<file path="src/rtl/match_pkg.sv">
// Shared constants, converter state type and glyph lookup for the matchstick display stage.
package match_pkg;

  localparam int unsigned RefreshDivDefault = 50000;

  // Segment order {g,f,e,d,c,b,a}, active-high.
  localparam logic [6:0] SEG_0     = 7'h3F;
  localparam logic [6:0] SEG_1     = 7'h06;
  localparam logic [6:0] SEG_2     = 7'h5B;
  localparam logic [6:0] SEG_3     = 7'h4F;
  localparam logic [6:0] SEG_4     = 7'h66;
  localparam logic [6:0] SEG_5     = 7'h6D;
  localparam logic [6:0] SEG_6     = 7'h7D;
  localparam logic [6:0] SEG_7     = 7'h07;
  localparam logic [6:0] SEG_8     = 7'h7F;
  localparam logic [6:0] SEG_9     = 7'h6F;
  localparam logic [6:0] SEG_E     = 7'h79;
  localparam logic [6:0] SEG_r     = 7'h50;
  localparam logic [6:0] SEG_n     = 7'h54;
  localparam logic [6:0] SEG_d     = 7'h5E;
  localparam logic [6:0] SEG_DASH  = 7'h40;
  localparam logic [6:0] SEG_BLANK = 7'h00;

  typedef enum logic [1:0] {StIdle, StShift, StDone} conv_state_e;

  function automatic logic [6:0] seg_digit(input logic [3:0] d);
    case (d)
      4'd0:    return SEG_0;
      4'd1:    return SEG_1;
      4'd2:    return SEG_2;
      4'd3:    return SEG_3;
      4'd4:    return SEG_4;
      4'd5:    return SEG_5;
      4'd6:    return SEG_6;
      4'd7:    return SEG_7;
      4'd8:    return SEG_8;
      4'd9:    return SEG_9;
      default: return SEG_BLANK;
    endcase
  endfunction

endpackage

</file>
<file path="src/rtl/bin2bcd_seq.sv">
// Sequential double-dabble: one bit per cycle, result and overflow flag latched together in DONE.
module bin2bcd_seq
  import match_pkg::*;
#(
  parameter int unsigned Width = 16
) (
  input  logic             clk,
  input  logic             rst_n,
  input  logic [Width-1:0] bin,
  input  logic             start,
  output logic             busy,
  output logic             done,
  output logic [11:0]      bcd,
  output logic             ovf
);

  // Enough nibbles for the full input range; only the low three are exported.
  localparam int unsigned Digits = (Width + 2) / 3;
  localparam int unsigned ScrW   = 4 * Digits;
  localparam int unsigned CntW   = $clog2(Width);

  conv_state_e       state_q, state_d;
  logic [Width-1:0]  sr_q, sr_d;
  logic [Width-1:0]  last_q, last_d;
  logic [ScrW-1:0]   scr_q, scr_d, scr_adj;
  logic [CntW-1:0]   cnt_q, cnt_d;
  logic [11:0]       bcd_q, bcd_d;
  logic              ovf_q, ovf_d;

  always_comb begin
    scr_adj = scr_q;
    for (int i = 0; i < int'(Digits); i++) begin
      if (scr_q[4*i +: 4] >= 4'd5) scr_adj[4*i +: 4] = scr_q[4*i +: 4] + 4'd3;
    end
  end

  always_comb begin
    state_d = state_q;
    sr_d    = sr_q;
    last_d  = last_q;
    scr_d   = scr_q;
    cnt_d   = cnt_q;
    bcd_d   = bcd_q;
    ovf_d   = ovf_q;
    case (state_q)
      StIdle: begin
        if (start) begin
          last_d  = bin;
          sr_d    = bin;
          scr_d   = '0;
          cnt_d   = '0;
          state_d = StShift;
        end
      end
      StShift: begin
        {scr_d, sr_d} = {scr_adj, sr_q} << 1;
        cnt_d         = cnt_q + 1'b1;
        if (cnt_q == CntW'(Width - 1)) state_d = StDone;
      end
      StDone: begin
        bcd_d   = scr_q[11:0];
        ovf_d   = (last_q > Width'(999));
        state_d = StIdle;
      end
      default: state_d = StIdle;
    endcase
  end

  always_ff @(posedge clk or negedge rst_n) begin
    if (!rst_n) begin
      state_q <= StIdle;
      sr_q    <= '0;
      last_q  <= '0;
      scr_q   <= '0;
      cnt_q   <= '0;
      bcd_q   <= '0;
      ovf_q   <= 1'b0;
    end else begin
      state_q <= state_d;
      sr_q    <= sr_d;
      last_q  <= last_d;
      scr_q   <= scr_d;
      cnt_q   <= cnt_d;
      bcd_q   <= bcd_d;
      ovf_q   <= ovf_d;
    end
  end

  assign busy = (state_q != StIdle);
  assign done = (state_q == StDone);
  assign bcd  = bcd_q;
  assign ovf  = ovf_q;

endmodule

</file>
<file path="src/rtl/match_display.sv">
// Matchstick game display: converts the stick count, picks the message and scans four digits.
module match_display
  import match_pkg::*;
#(
  parameter int unsigned REFRESH_DIV = RefreshDivDefault,
  parameter int unsigned CONV_BITS   = 16
) (
  input  logic                 clk,
  input  logic                 rst_n,
  input  logic [CONV_BITS-1:0] datain,
  input  logic                 user,
  input  logic                 wrong,
  input  logic                 finish,
  output logic [6:0]           display,
  output logic [3:0]           grounds
);

  localparam int unsigned CntW = (REFRESH_DIV > 1) ? $clog2(REFRESH_DIV) : 1;

  logic [CntW-1:0]      cnt_q, cnt_d;
  logic [1:0]           idx_q, idx_d;
  logic [CONV_BITS-1:0] last_q, last_d;
  logic                 valid_q, valid_d;
  logic [6:0]           display_q, display_d;
  logic [3:0]           grounds_q, grounds_d;

  logic        start, busy, done, ovf;
  logic [11:0] bcd;
  logic [3:0]  hun, ten, one;
  logic [6:0]  p_seg;
  logic [3:0][6:0] digs;

  // Restart whenever idle and the shown value is missing or stale.
  assign start = !busy && (!valid_q || (datain != last_q));

  bin2bcd_seq #(
    .Width(CONV_BITS)
  ) u_conv (
    .clk  (clk),
    .rst_n(rst_n),
    .bin  (datain),
    .start(start),
    .busy (busy),
    .done (done),
    .bcd  (bcd),
    .ovf  (ovf)
  );

  assign hun   = bcd[11:8];
  assign ten   = bcd[7:4];
  assign one   = bcd[3:0];
  assign p_seg = user ? SEG_2 : SEG_1;

  always_comb begin
    digs = {SEG_BLANK, SEG_BLANK, SEG_BLANK, SEG_BLANK};
    if (finish) begin
      digs = {SEG_E, SEG_n, SEG_d, p_seg};
    end else if (wrong) begin
      digs = {SEG_E, SEG_r, SEG_r, p_seg};
    end else begin
      digs[3] = p_seg;
      if (!valid_q) begin
        digs[2:0] = {SEG_BLANK, SEG_BLANK, SEG_BLANK};
      end else if (ovf) begin
        digs[2:0] = {SEG_DASH, SEG_DASH, SEG_DASH};
      end else begin
        digs[2] = (hun == 4'd0) ? SEG_BLANK : seg_digit(hun);
        digs[1] = ((hun == 4'd0) && (ten == 4'd0)) ? SEG_BLANK : seg_digit(ten);
        digs[0] = seg_digit(one);
      end
    end
  end

  always_comb begin
    cnt_d  = cnt_q + 1'b1;
    idx_d  = idx_q;
    if (cnt_q == CntW'(REFRESH_DIV - 1)) begin
      cnt_d = '0;
      idx_d = idx_q + 2'd1;
    end
    last_d    = start ? datain : last_q;
    valid_d   = valid_q | done;
    // Index 0 drives the leftmost digit (d3, grounds bit 3).
    display_d = digs[~idx_q];
    grounds_d = ~(4'b1000 >> idx_q);
  end

  always_ff @(posedge clk or negedge rst_n) begin
    if (!rst_n) begin
      cnt_q     <= '0;
      idx_q     <= 2'd0;
      last_q    <= '0;
      valid_q   <= 1'b0;
      display_q <= 7'h00;
      grounds_q <= 4'hF;
    end else begin
      cnt_q     <= cnt_d;
      idx_q     <= idx_d;
      last_q    <= last_d;
      valid_q   <= valid_d;
      display_q <= display_d;
      grounds_q <= grounds_d;
    end
  end

  assign display = display_q;
  assign grounds = grounds_q;

endmodule

</file>
<file path="config.mk">
export PLATFORM = sky130hd
export DESIGN_NAME = match_display
export DESIGN_NICKNAME = d
export VERILOG_FILES = /design/src/rtl/match_pkg.sv /design/src/rtl/bin2bcd_seq.sv /design/src/rtl/match_display.sv
export SDC_FILE = /design/constraint.sdc
export NUM_CORES = 1
export LEC_CHECK = 0
export ABC_AREA = 0
export CORE_ASPECT_RATIO = 0.8
export CORE_MARGIN = 2
export CORE_UTILIZATION = 59
export CTS_CLUSTER_DIAMETER = 80
export DETAILED_ROUTE_END_ITERATION = 8
export GPL_TIMING_DRIVEN = 0
export HOLD_SLACK_MARGIN = 0.03
export PLACE_DENSITY = 0.79
export SYNTH_ARGS = -nofsm -noshare
export SYNTH_HDL_FRONTEND = slang
export SYNTH_SLANG_ARGS = --single-unit
</file>
<file path="constraint.sdc">
create_clock -name clk -period 3.3 [get_ports clk]
set_clock_uncertainty 0.2 [all_clocks]
set_input_delay 0.66 -clock clk [delete_from_list [all_inputs] [get_ports clk]]
set_output_delay 0.66 -clock clk [all_outputs]
set_load 0.05 [all_outputs]
</file>
==> results.md <==
- Outcome: complete, no violations
- Synthesized Nets: roughly 620
- Final TNS setup: 0 ns
- Max-cap violation count: 0
- Io pins: 32
- Worst setup SP type: input port
- Synth Instances: 571
- Unique masters post-synth: 60
- Gpl congestion: 0.929
- GRT Overall Usage: 0.267
- Core footprint: 9040 sq um
- Final min period: 2.76 ns
- Dpl cell area: 5930 sq um
- Number of remaining DRC errors: 0
- Avg WL per Cell: 17.7 um
- Largest net degree at the start of global routing: 54
- Max transition margin: 0.574
- Initial antenna violation count: 0
- Via density per instance: 6.12
- Tcrit/Tclk final: 0.837
- Post-Syn Area: between 5000 and 6000 sq um
- Critical Path Start: datain[13]
- Starting DRT DRC Count: 388
- Worst skew pair latency: 0.34 ns
- Detailed Place HPWL: approximately 9200 um
- Worst Hold Class: in -> async
- CP Cell Sequence: clkdlybuf4s50_1 -> xnor2_1 -> nand4_1 -> nor4_4 -> buf_2 -> buf_6 -> a21oi_1 -> a311o_1
- Number of CTS-inserted buffers: 9
- CTS clock-pin slew for the worst setup and hold paths: 0.07 ns
- # setup viols final: 0
- PortBufs: 30
- TritonRoute pass-1 iters: 5
- Post-synth EDFFs: 0
- Crit path required time: 3.32 ns
- Antenna Cells: 0
- Die H: 90.1 um
- Slowest cell on the critical path: clkdlybuf4s50_1
- Worst Setup End Kind: flop
- Reg2Reg Depth: 7
- Met2 GRT Util: 0.402
- FF-to-FF setup slack: 0.94 ns
- Die area: 10100 sq um
- Achievable Freq: 362 MHz
- Async set-or-reset flop fraction in the synthesized netlist: 1.00
- Fin. max-slew vios: 0
- Htree depth: 3
- Total number of vias: 4486
- Static leakage: between 2 and 3 nW
- Warnings, synthesis: 0
- Setup bufs post-CTS: 0
- Vias in the first global route: 4394
- Final Hold Viols: 0
- Max incr delay on CP: 0.56 ns
- Sequential-to-total area share from yosys stat: 0.427
- Routed Wire Length: 13000 um
- Hold Buf Count CTS: 0
- Detail Route Antenna Nets: 0
- Starting density of the core: 0.605
- PD cells: between 700 and 800 nW/um^2
- Max Buffers Root-to-Sink: 2
- Die X: approximately 110 um
- Placed insts: 717
- Synth Register Bits: 93
- Met3 usage: 0.0607
- Total gr overflow: 0
- Post-CTS sizing: 0
- Met1 global-route usage: 0.387
- Layout cell share with drive strength beyond 1: 0.104
- WP data arrival: 2.79 ns
- Rows: 31
- CTS tree: done
- First-pass GRT wire length: 21800 um
- GR peak layer: met2
- Post-Syn Area per Cell: 9.57 sq um
- Main flop type after synthesis: dfrtp_1
- Worst VDD drop: 0.445 mV
- Synthesis-to-layout area growth: 14.3%
- Worst Tran Pin Value: 0.636 ns
- Setup CP Type: in -> reg
- CP max FO: 10
- RSZ-0062 raised after global routing: false
- Nets@finish: about 660
- Clock Sinks: 93
- Non-Filler Instances: 733
- CTS root buffer: clkbuf_16
- Reg-to-reg endpoint: idx_q[1]$_DFFE_PN0N_
- Worst Setup EP: u_conv.sr_q[14]$_DFFE_PN0P_
- Post-route cell area: 6240 sq um
- Reg2Reg Launch Point: cnt_q[0]$_DFF_PN0_
-- cell usage in the layout, fill, tap and decap left out, drive strengths merged, types with 9 or more instances in the layout --
cell and instances:
a22oi 15, xor2 12, dfrtp 89, a22o 10, nand2b 14, nand2 71, a311o 13, nor3 10
a21oi 37, clkbuf 33, nand3 9, nor2 33, inv 24, o21ai 56, ha 27, nor2b 10
buf 12, mux2 20, xnor2 23, clkdlybuf4s50 29
-- cell usage after synthesis, types with 2 or more instances --
cell type	n	share of area
a211oi_1	3	0.0041
a21boi_0	2	0.0027
a21o_1	2	0.0027
a21oi_1	37	0.034
a22o_1	10	0.016
a22oi_1	15	0.021
a311o_1	13	0.024
a31oi_1	2	0.0023
and2_4	2	0.0032
and3_1	5	0.0057
and4_1	4	0.0064
buf_2	4	0.0037
buf_6	4	0.0082
clkbuf_1	23	0.016
dfrtp_1	89	0.41
dfstp_2	4	0.019
ha_1	27	0.062
inv_1	23	0.016
mux2_2	11	0.023
mux2_4	9	0.025
nand2_1	71	0.049
nand2b_1	14	0.016
nand3_1	8	0.0073
nand4_1	4	0.0046
nor2_1	33	0.023
nor2b_1	10	0.011
nor3_1	9	0.0082
nor4_1	3	0.0034
nor4_4	2	0.0078
o211ai_1	2	0.0027
o21ai_0	56	0.051
o22ai_1	5	0.0057
o311a_1	2	0.0037
o31ai_1	3	0.0041
or2_2	2	0.0023
or4_1	2	0.0027
xnor2_1	22	0.035
xor2_1	12	0.019
-- per-layer routing --
| layer | routed length, um | vias to the layer above | part of all wire |
|---|---|---|---|
| met5 | 0 | - | 0 |
| met4 | 274 | 0 | 0.021 |
| met3 | 892 | 31 | 0.069 |
| met2 | 5820 | 183 | 0.45 |
| met1 | 5990 | 2161 | 0.46 |
| li1 | - | 2111 | - |
-- where the power goes --
group | leakage (nW) | switching, mW | internal [mW]
registers | 1.13 | 0.361 | 1.50
logic | 1.35 | 1.07 | 0.953
clock network | 0.151 | 0.457 | 0.615
total | 2.63 | 1.88 | 3.07
-- critical path, delay by kind of cell --
kind / cells / cell delay (ns)
buffers and inverters: 3 / 1.02
AND/OR/NAND/NOR: 2 / 0.46
AO/OA/AOI/OAI: 2 / 0.38
XOR/XNOR: 1 / 0.26
-- worst min-delay path by stage --
stage,to,slack (ns),depth (start not counted)
global route,display[1]$_DFF_PN0_,0.15,1
floorplan,cnt_q[0]$_DFF_PN0_,0.16,0
finish,display[1]$_DFF_PN0_,0.10,1
global placement,cnt_q[0]$_DFF_PN0_,0.26,1
detailed placement,u_conv.sr_q[11]$_DFFE_PN0P_,0.28,1
CTS,display[1]$_DFF_PN0_,0.12,1
-- logic make-up after synthesis --
kind of cell	share of synthesized area
compound gates	0.194
xor+xnor	0.0575
fa+ha+maj	0.0618
buf+inv	0.0485
flops	0.427
mux	0.0492
simple gates	0.162
-- registers in the layout, indices dropped and copies added, names as in the netlist, 2 cells and up --
signal,cells
cnt_q,16
u_conv.sr_q,16
u_conv.last_q,15
u_conv.bcd,12
u_conv.scr_q,12
display,7
grounds,4
u_conv.cnt_q,4
idx_q,2
u_conv.state_q,2
-- cell type report --
class,count,area [sq um]
Multi-Input combinational cell,422,2870
Fill cell,686,2790
Sequential cell,93,2330
Timing Repair Buffer,31,325
Clock buffer,10,239
Buffer,33,179
Tap cell,115,144
Inverter,23,86.3
Clock inverter,6,71.3
-- metrics by stage --
stage	util	hold WS, ns	setup slack, ns	power (mW)
after floorplan	-	0.164	1.08	3.34
after global placement	0.654	0.264	-2.02	3.72
after detailed placement	0.657	0.281	0.212	3.84
after CTS	0.691	0.118	0.573	4.95
after global routing	0.691	0.153	0.430	5.30
final	0.691	0.104	0.537	4.95
Note: power is estimated with default switching activity, not from simulation.
